<file path="config.mk">
export PLATFORM = sky130hd
export DESIGN_NAME = axil_ctrl_master
export DESIGN_NICKNAME = d
export VERILOG_FILES = /design/src/rtl/axil_ctrl_master.sv
export SDC_FILE = /design/constraint.sdc
export NUM_CORES = 1
export LEC_CHECK = 0
export CAP_MARGIN = 20
export CORE_AREA = 3 3 189 191
export CTS_CLUSTER_SIZE = 24
export DETAILED_ROUTE_END_ITERATION = 10
export DIE_AREA = 0 0 192 194
export GPL_ROUTABILITY_DRIVEN = 0
export HOLD_SLACK_MARGIN = 0.12
export PLACE_DENSITY = 0.62
export SYNTH_ARGS = -nofsm -noshare
export SYNTH_HDL_FRONTEND = slang
export SYNTH_SLANG_ARGS = --single-unit
</file>
<file path="constraint.sdc">
create_clock -name aclk -period 2.7 [get_ports aclk]
set_clock_uncertainty 0.1 [all_clocks]
set_input_delay 0.54 -clock aclk [delete_from_list [all_inputs] [get_ports aclk]]
set_output_delay 0.54 -clock aclk [all_outputs]
set_load 0.02 [all_outputs]
</file>
<file path="src/rtl/axil_ctrl_master.sv">
// axil_ctrl_master: single-outstanding command-to-AXI4-Lite master with a per-transaction timeout.
//   aclk/aresetn       : clock, synchronous active-low reset
//   cmd_*              : command in (valid/ready, wr, addr, data, strb)
//   rsp_*              : response out (valid/ready, data, status = {timeout, resp[1:0]})
//   m_axi_aw*/w*/b*    : AXI4-Lite write address, write data and write response channels
//   m_axi_ar*/r*       : AXI4-Lite read address and read data channels
module axil_ctrl_master #(
    parameter int ADDR_BITS      = 64,
    parameter int DATA_BITS      = 64,
    parameter int TIMEOUT_CYCLES = 1024
) (
    input  logic                   aclk,
    input  logic                   aresetn,
    input  logic                   cmd_valid,
    output logic                   cmd_ready,
    input  logic                   cmd_wr,
    input  logic [ADDR_BITS-1:0]   cmd_addr,
    input  logic [DATA_BITS-1:0]   cmd_data,
    input  logic [DATA_BITS/8-1:0] cmd_strb,
    output logic                   rsp_valid,
    input  logic                   rsp_ready,
    output logic [DATA_BITS-1:0]   rsp_data,
    output logic [2:0]             rsp_status,
    output logic [ADDR_BITS-1:0]   m_axi_awaddr,
    output logic                   m_axi_awvalid,
    input  logic                   m_axi_awready,
    output logic [DATA_BITS-1:0]   m_axi_wdata,
    output logic [DATA_BITS/8-1:0] m_axi_wstrb,
    output logic                   m_axi_wvalid,
    input  logic                   m_axi_wready,
    input  logic [1:0]             m_axi_bresp,
    input  logic                   m_axi_bvalid,
    output logic                   m_axi_bready,
    output logic [ADDR_BITS-1:0]   m_axi_araddr,
    output logic                   m_axi_arvalid,
    input  logic                   m_axi_arready,
    input  logic [DATA_BITS-1:0]   m_axi_rdata,
    input  logic [1:0]             m_axi_rresp,
    input  logic                   m_axi_rvalid,
    output logic                   m_axi_rready
);
    // Two spare counts so the counter can step past the limit once without wrapping.
    localparam int CW = $clog2(TIMEOUT_CYCLES + 2);
    typedef enum logic [2:0] {IDLE, WR_REQ, WR_RESP, RD_REQ, RD_RESP, RSP} state_t;
    state_t                 r_state, w_next;
    logic [ADDR_BITS-1:0]   r_addr;
    logic [DATA_BITS-1:0]   r_data, r_rsp_data;
    logic [DATA_BITS/8-1:0] r_strb;
    logic [2:0]             r_rsp_status;
    logic                   r_aw_done, r_w_done;
    logic [CW-1:0]          r_cnt;
    logic                   w_tmo, w_busy;
    assign w_tmo        = r_cnt >= CW'(TIMEOUT_CYCLES - 1);
    assign w_busy       = r_state inside {WR_REQ, WR_RESP, RD_REQ, RD_RESP};
    assign m_axi_awaddr = r_addr;
    assign m_axi_araddr = r_addr;
    assign m_axi_wdata  = r_data;
    assign m_axi_wstrb  = r_strb;
    assign rsp_data     = r_rsp_data;
    assign rsp_status   = r_rsp_status;
    always_ff @(posedge aclk) begin
        if (!aresetn) r_state <= IDLE;
        else          r_state <= w_next;
    end
    // A handshake that finishes a phase is checked before the timeout so it wins a same-cycle tie.
    always_comb begin
        w_next        = r_state;
        cmd_ready     = 1'b0;
        rsp_valid     = 1'b0;
        m_axi_awvalid = 1'b0;
        m_axi_wvalid  = 1'b0;
        m_axi_bready  = 1'b0;
        m_axi_arvalid = 1'b0;
        m_axi_rready  = 1'b0;
        case (r_state)
            IDLE: begin
                cmd_ready = 1'b1;
                if (cmd_valid) w_next = cmd_wr ? WR_REQ : RD_REQ;
            end
            WR_REQ: begin
                m_axi_awvalid = !r_aw_done;
                m_axi_wvalid  = !r_w_done;
                if ((r_aw_done || m_axi_awready) && (r_w_done || m_axi_wready)) w_next = WR_RESP;
                else if (w_tmo) w_next = RSP;
            end
            WR_RESP: begin
                m_axi_bready = 1'b1;
                if (m_axi_bvalid || w_tmo) w_next = RSP;
            end
            RD_REQ: begin
                m_axi_arvalid = 1'b1;
                if (m_axi_arready) w_next = RD_RESP;
                else if (w_tmo) w_next = RSP;
            end
            RD_RESP: begin
                m_axi_rready = 1'b1;
                if (m_axi_rvalid || w_tmo) w_next = RSP;
            end
            RSP: begin
                rsp_valid = 1'b1;
                if (rsp_ready) w_next = IDLE;
            end
            default: w_next = IDLE;
        endcase
    end
    always_ff @(posedge aclk) begin
        if (!aresetn) begin
            r_addr       <= '0;
            r_data       <= '0;
            r_strb       <= '0;
            r_cnt        <= '0;
            r_aw_done    <= 1'b0;
            r_w_done     <= 1'b0;
            r_rsp_data   <= '0;
            r_rsp_status <= 3'b000;
        end else begin
            if (cmd_valid && cmd_ready) begin
                r_addr    <= cmd_addr;
                r_data    <= cmd_data;
                r_strb    <= cmd_strb;
                r_cnt     <= '0;
                r_aw_done <= 1'b0;
                r_w_done  <= 1'b0;
            end else if (w_busy) begin
                r_cnt <= r_cnt + CW'(1);
            end
            if (m_axi_awvalid && m_axi_awready) r_aw_done <= 1'b1;
            if (m_axi_wvalid && m_axi_wready) r_w_done <= 1'b1;
            // Capture the response once, on entry to RSP, so it stays stable while held.
            if (w_busy && w_next == RSP) begin
                r_rsp_data   <= (r_state == RD_RESP && m_axi_rvalid) ? m_axi_rdata : '0;
                r_rsp_status <= (r_state == WR_RESP && m_axi_bvalid) ? {1'b0, m_axi_bresp} :
                                (r_state == RD_RESP && m_axi_rvalid) ? {1'b0, m_axi_rresp} : 3'b110;
            end
        end
    end
endmodule
</file>
After elaboration in Yosys (flattened, before gate mapping)
Cells that the tools add are included.
{"block": "op_classes", "add_sub_neg": 1, "order_cmp": 1, "n_eq_ne": 6, "muxes": 22, "bitwise": 1, "reduce_logical": 18}
{"op": "$mux 64", "n": 1}
{"op": "$mux 3", "n": 9}
{"op": "$pmux 3 s6", "n": 1}
{"op": "$add 11x1->11 const B", "n": 1}
{"op": "$ge 11x10->1 const B", "n": 1}
{"op": "$mux 1", "n": 10}
{"op": "$eq 3x3->1 const B", "n": 3}
{"op": "$logic_and 1x1->1", "n": 7}
{"op": "$eq 3x2->1 const B", "n": 2}
{"op": "$logic_or 1x1->1", "n": 4}
{"op": "$reduce_bool 2->1", "n": 2}
{"op": "$reduce_bool 4->1", "n": 1}
{"op": "$eq 3x1->1 const B", "n": 1}
{"op": "$logic_not 3->1", "n": 1}
{"op": "$logic_not 1->1", "n": 2}
{"op": "$mux 2", "n": 1}
{"op": "$reduce_or 2->1", "n": 1}
{"op": "$not 1->1", "n": 1}
{"block": "totals", "register_bits": 219, "in_bits": 214, "output_inout_bits": 274, "elab_cells": 58}

Depth between registers and ports, before layout
{"block": "logic_depth", "ltp_word": 6, "ltp_mapped": 10, "depth_no_buf": 7}

Worst setup path after synthesis
Ideal clock, no wire load.
{"block": "synth_path", "path_type": "reg2reg", "startpoint": "reg r_cnt[0]", "endpoint": "reg r_rsp_status[1] (netlist: rsp_status[1])", "setup_ns": 0.115, "arrival_time_ns": 1.867, "required_time_ns": 2.485, "slack_ns": 0.618, "path_stages_with_launch": 9, "path_buffers": 2, "synth_period_minus_slack_ns": 2.082, "path_cell_list": "dfxtp_1 > ha_1 > a21o_1 > a41oi_2 > a21oi_1 > o32a_1 > buf_6 > buf_6 > o21a_1"}
{"block": "synth_between", "elab_chain_cells": 6, "elab_cells_between_ends": 11, "classes_between": "order compare: 1; eq/ne: 1; mux: 6; reduce/logical: 3"}
{"item": "from (decl)", "line": "51", "text": "logic [CW-1:0] r_cnt;"}
{"item": "from (signal assigned)", "line": "125", "text": "r_cnt <= r_cnt + CW'(1);"}
{"item": "$ge 11x10->1 *", "line": "53", "text": "assign w_tmo = r_cnt >= CW'(TIMEOUT_CYCLES - 1);"}
{"item": "$mux 3 (tied with other cells)", "line": "84, 93"}
{"item": "$mux 3, on equally long branches"}
{"item": "$pmux 3 s6 *", "line": "75", "text": "case (r_state)"}
{"item": "$eq 3x3->1 *", "line": "130", "text": "if (w_busy && w_next == RSP) begin"}
{"item": "$logic_and 1x1->1 *", "line": "130"}
{"item": "to (signal assigned)", "line": "132", "text": "r_rsp_status <= (r_state == WR_RESP && m_axi_bvalid) ? {1'b0, m_axi_bresp} :"}
{"item": "to (decl)", "line": "49", "text": "logic [2:0] r_rsp_status;"}
Mark *: on every way between the ends. The rest lies on a longest branch, timed or not.
A chain may end at the register's enable or synchronous reset.

Worst setup path after layout
{"block": "layout_path", "startpoint": "reg r_state[0]", "endpoint": "out m_axi_wvalid"}
{"block": "layout_between", "elab_chain_cells": 2}
{"item": "from (decl)", "line": "45", "text": "state_t r_state, w_next;"}
{"item": "from (signal assigned)", "line": "63", "text": "else r_state <= w_next;"}
{"item": "$eq 3x1->1", "line": "75"}
{"item": "$mux 1", "line": "75"}
{"item": "to (decl)", "line": "29", "text": "output logic m_axi_wvalid,"}
Every way passes these cells.

==> results <==
[metal layers]
metal	track usage	share of wire	vias to the layer above
li1	-	-	4250
met1	0.182	0.39	3936
met2	0.273	0.47	368
met3	0.0615	0.11	52
met4	0.0529	0.033	2
met5	0	0.00050	-
[worst min path at each step]
| stage | slack, ns | cells after the start | to | from |
|---|---|---|---|---|
| after floorplan | 0.35 | 2 | r_cnt[9] | r_cnt[9] |
| after global placement | 0.33 | 2 | rsp_data[47] | rsp_data[47] |
| after detailed placement | 0.34 | 2 | rsp_data[43] | rsp_data[43] |
| after CTS | 0.34 | 3 | rsp_data[13] | aresetn |
| after global routing | 0.37 | 2 | m_axi_wdata[28] | m_axi_wdata[28] |
| final | 0.35 | 2 | rsp_data[50] | rsp_data[50] |
[through the flow]
step	hold WS (ns)	setup WS, ns	util	instance area, um^2
5_1_grt	0.369	0.0547	0.413	14200
3_3_place_gp	0.335	0.0788	0.388	13300
4_1_cts	0.336	0.0393	0.413	14200
2_1_floorplan	0.354	0.618	-	8530
3_5_place_dp	0.339	0.0540	0.388	13300
6_report	0.347	0.161	0.413	14200
[timing repair]
action	in CTS	in global routing
resized for setup	7	3
setup endpoints to repair	6	2
buffers inserted	0	0
[area by class of cell]
cell class | count | area (um^2) | area share
timing repair buffer | 503 | 5080 | 0.358
sequential | 219 | 4390 | 0.310
multi-input combinational | 709 | 3240 | 0.229
clock buffer | 40 | 785 | 0.0554
tap | 455 | 569 | 0.0402
clock inverter | 6 | 87.6 | 0.00618
inverter | 5 | 21.3 | 0.00150
[where the power goes]
part	internal (W)	switching (W)	total [W]
clock	0.00218	0.00138	0.00356
combinational	0.00118	0.00137	0.00255
sequential	0.00352	0.000201	0.00372
[state kept, by name, indices dropped and copies added (netlist names)]
| register | flops |
|---|---|
| m_axi_araddr | 64 |
| m_axi_wdata | 64 |
| m_axi_wstrb | 8 |
| r_aw_done | 1 |
| r_cnt | 11 |
| r_state | 3 |
| r_w_done | 1 |
| rsp_data | 64 |
| rsp_status | 3 |
[critical path, stage by stage (launching register included)]
cell and delay, ns:
dfxtp_2 0.43, or3b_2 0.50, nor2_1 0.10, dlygate4sd2_1 0.34
[layout by cell type, fill, tap and decap left out, types with 3 or more instances in the layout]
master,instances
clkdlybuf4s50_1,480
nand2_1,349
dfxtp_1,216
a21oi_1,147
nand3_1,68
o21ai_0,45
o21ai_1,28
clkbuf_16,27
nor2_1,20
buf_4,10
clkbuf_1,7
buf_12,7
or3_1,6
clkbuf_8,6
and2_1,4
inv_1,4
dlygate4sd2_1,4
nand4_1,3
o22ai_1,3
xor2_1,3
mux2i_1,3
dfxtp_2,3
[cell families after synthesis]
group	count (synthesis)	share of synthesized area
simple gates	465	0.224
fa+ha+maj	1	0.00147
compound gates	235	0.144
xor+xnor	5	0.00514
mux	3	0.00352
flops	219	0.514
buf+inv	148	0.107
==> results.json <==
{
  "setup_viol": 0,
  "overflow": 0,
  "yosysTopAreaCellShare": 0.514,
  "num_rows": 68,
  "fillers": 3430,
  "p_total_w": 0.00983,
  "hold_class": "flip-flop to flip-flop",
  "syn-num-nets": 1291,
  "initial_core_util": 0.249,
  "yosysUniqueCellTypes": 44,
  "synth_edf_count": 0,
  "ctsHtreeMaxLevel": 1,
  "tightest_slew_ns": 0.610,
  "cts_tree": "built",
  "cts_buffer_depth": 3,
  "slew_viol_final": 0,
  "antenna_found_initial": 1,
  "port_buffers": 487,
  "endpoint": "m_axi_wvalid",
  "grt_max_degree": 101,
  "critPathArrivalTime_ns": 1.90,
  "rsz0062_at_grt": "false",
  "synthArstFlopShare": 0,
  "final_hold_viol_count": 0,
  "yosysMostFrequentCell": "nand2_1",
  "synth_common_cells": "nand2_1, dfxtp_1, a21oi_1, nand3_1, buf_4",
  "ctsHoldBuffers": 0,
  "diodes": 0,
  "worstRegToRegCells": 7,
  "place_inst": 1891,
  "clk_latency_ns": 0.52,
  "critPathCaptureType": "output port",
  "drc": 0,
  "finalCriticalPeriod_ns": 2.54,
  "slew-limit-headroom": 0.593,
  "syn_to_final_growth_pct": 66.2,
  "die_w_um": 192,
  "yosys_warnings": 0,
  "required_ns": 2.06,
  "nNetsFinal": 1679,
  "ys_ff_latch": 219,
  "status": "finished, final reports clean",
  "reg2reg_from": "r_cnt[0]",
  "crit_fanout": 11,
  "grt_pass1_vias": 8410,
  "drive_gt1_frac": 0.0459,
  "fin_crit_sh": 0.940,
  "drt-total-wl_mm": 31.8,
  "p_leak_nw": 5.08,
  "power_density_nw_per_um2": 693,
  "max_cap_viol_count": 0,
  "rrSetupSlack_ns": 0.40,
  "netlist_area_um2": 8530,
  "dr.pass1.iters": 5,
  "die_area_um2": 37200,
  "die_y_um": 194,
  "post-dp-hpwl_mm": 22.8,
  "ir_worst_vdd_mv": 0.427,
  "vias": 8608,
  "synth-seq-area-share": 0.514,
  "routedWlPerCell_um": 16.4,
  "via_per_inst": 4.44,
  "netlist_top_cells_area": "dfxtp_1, nand2_1, a21oi_1, buf_4, nand3_1",
  "avgSynthCellArea_um2": 7.92,
  "netlist.top_cell.by_area": "dfxtp_1",
  "dr.first_iter.drc_count": 411,
  "syn-instance-count": 1076,
  "timing.rr.end": "rsp_data[24]",
  "synthFlopType": "dfxtp_1",
  "postRouteAntennaNets": 0,
  "fin_cells": 1937,
  "totalNegativeSetupSlack_ns": 0,
  "critPathLaunchType": "flip-flop",
  "cp-startpoint": "r_state[0]",
  "critical_path_class": "flip-flop to output port",
  "clockRootBuffer": "clkbuf_16",
  "numCtsBuffers": 26,
  "core-area_um2": 34300,
  "grt_first_pass_wirelength_mm": 47.7,
  "fmax_ghz": 0.394,
  "grt_usage": 0.160,
  "path_clk_slew_ns": 0.06,
  "ios": 488,
  "cts_sinks": 219
}
No activity file was read; power rests on OpenSTA's default activity.
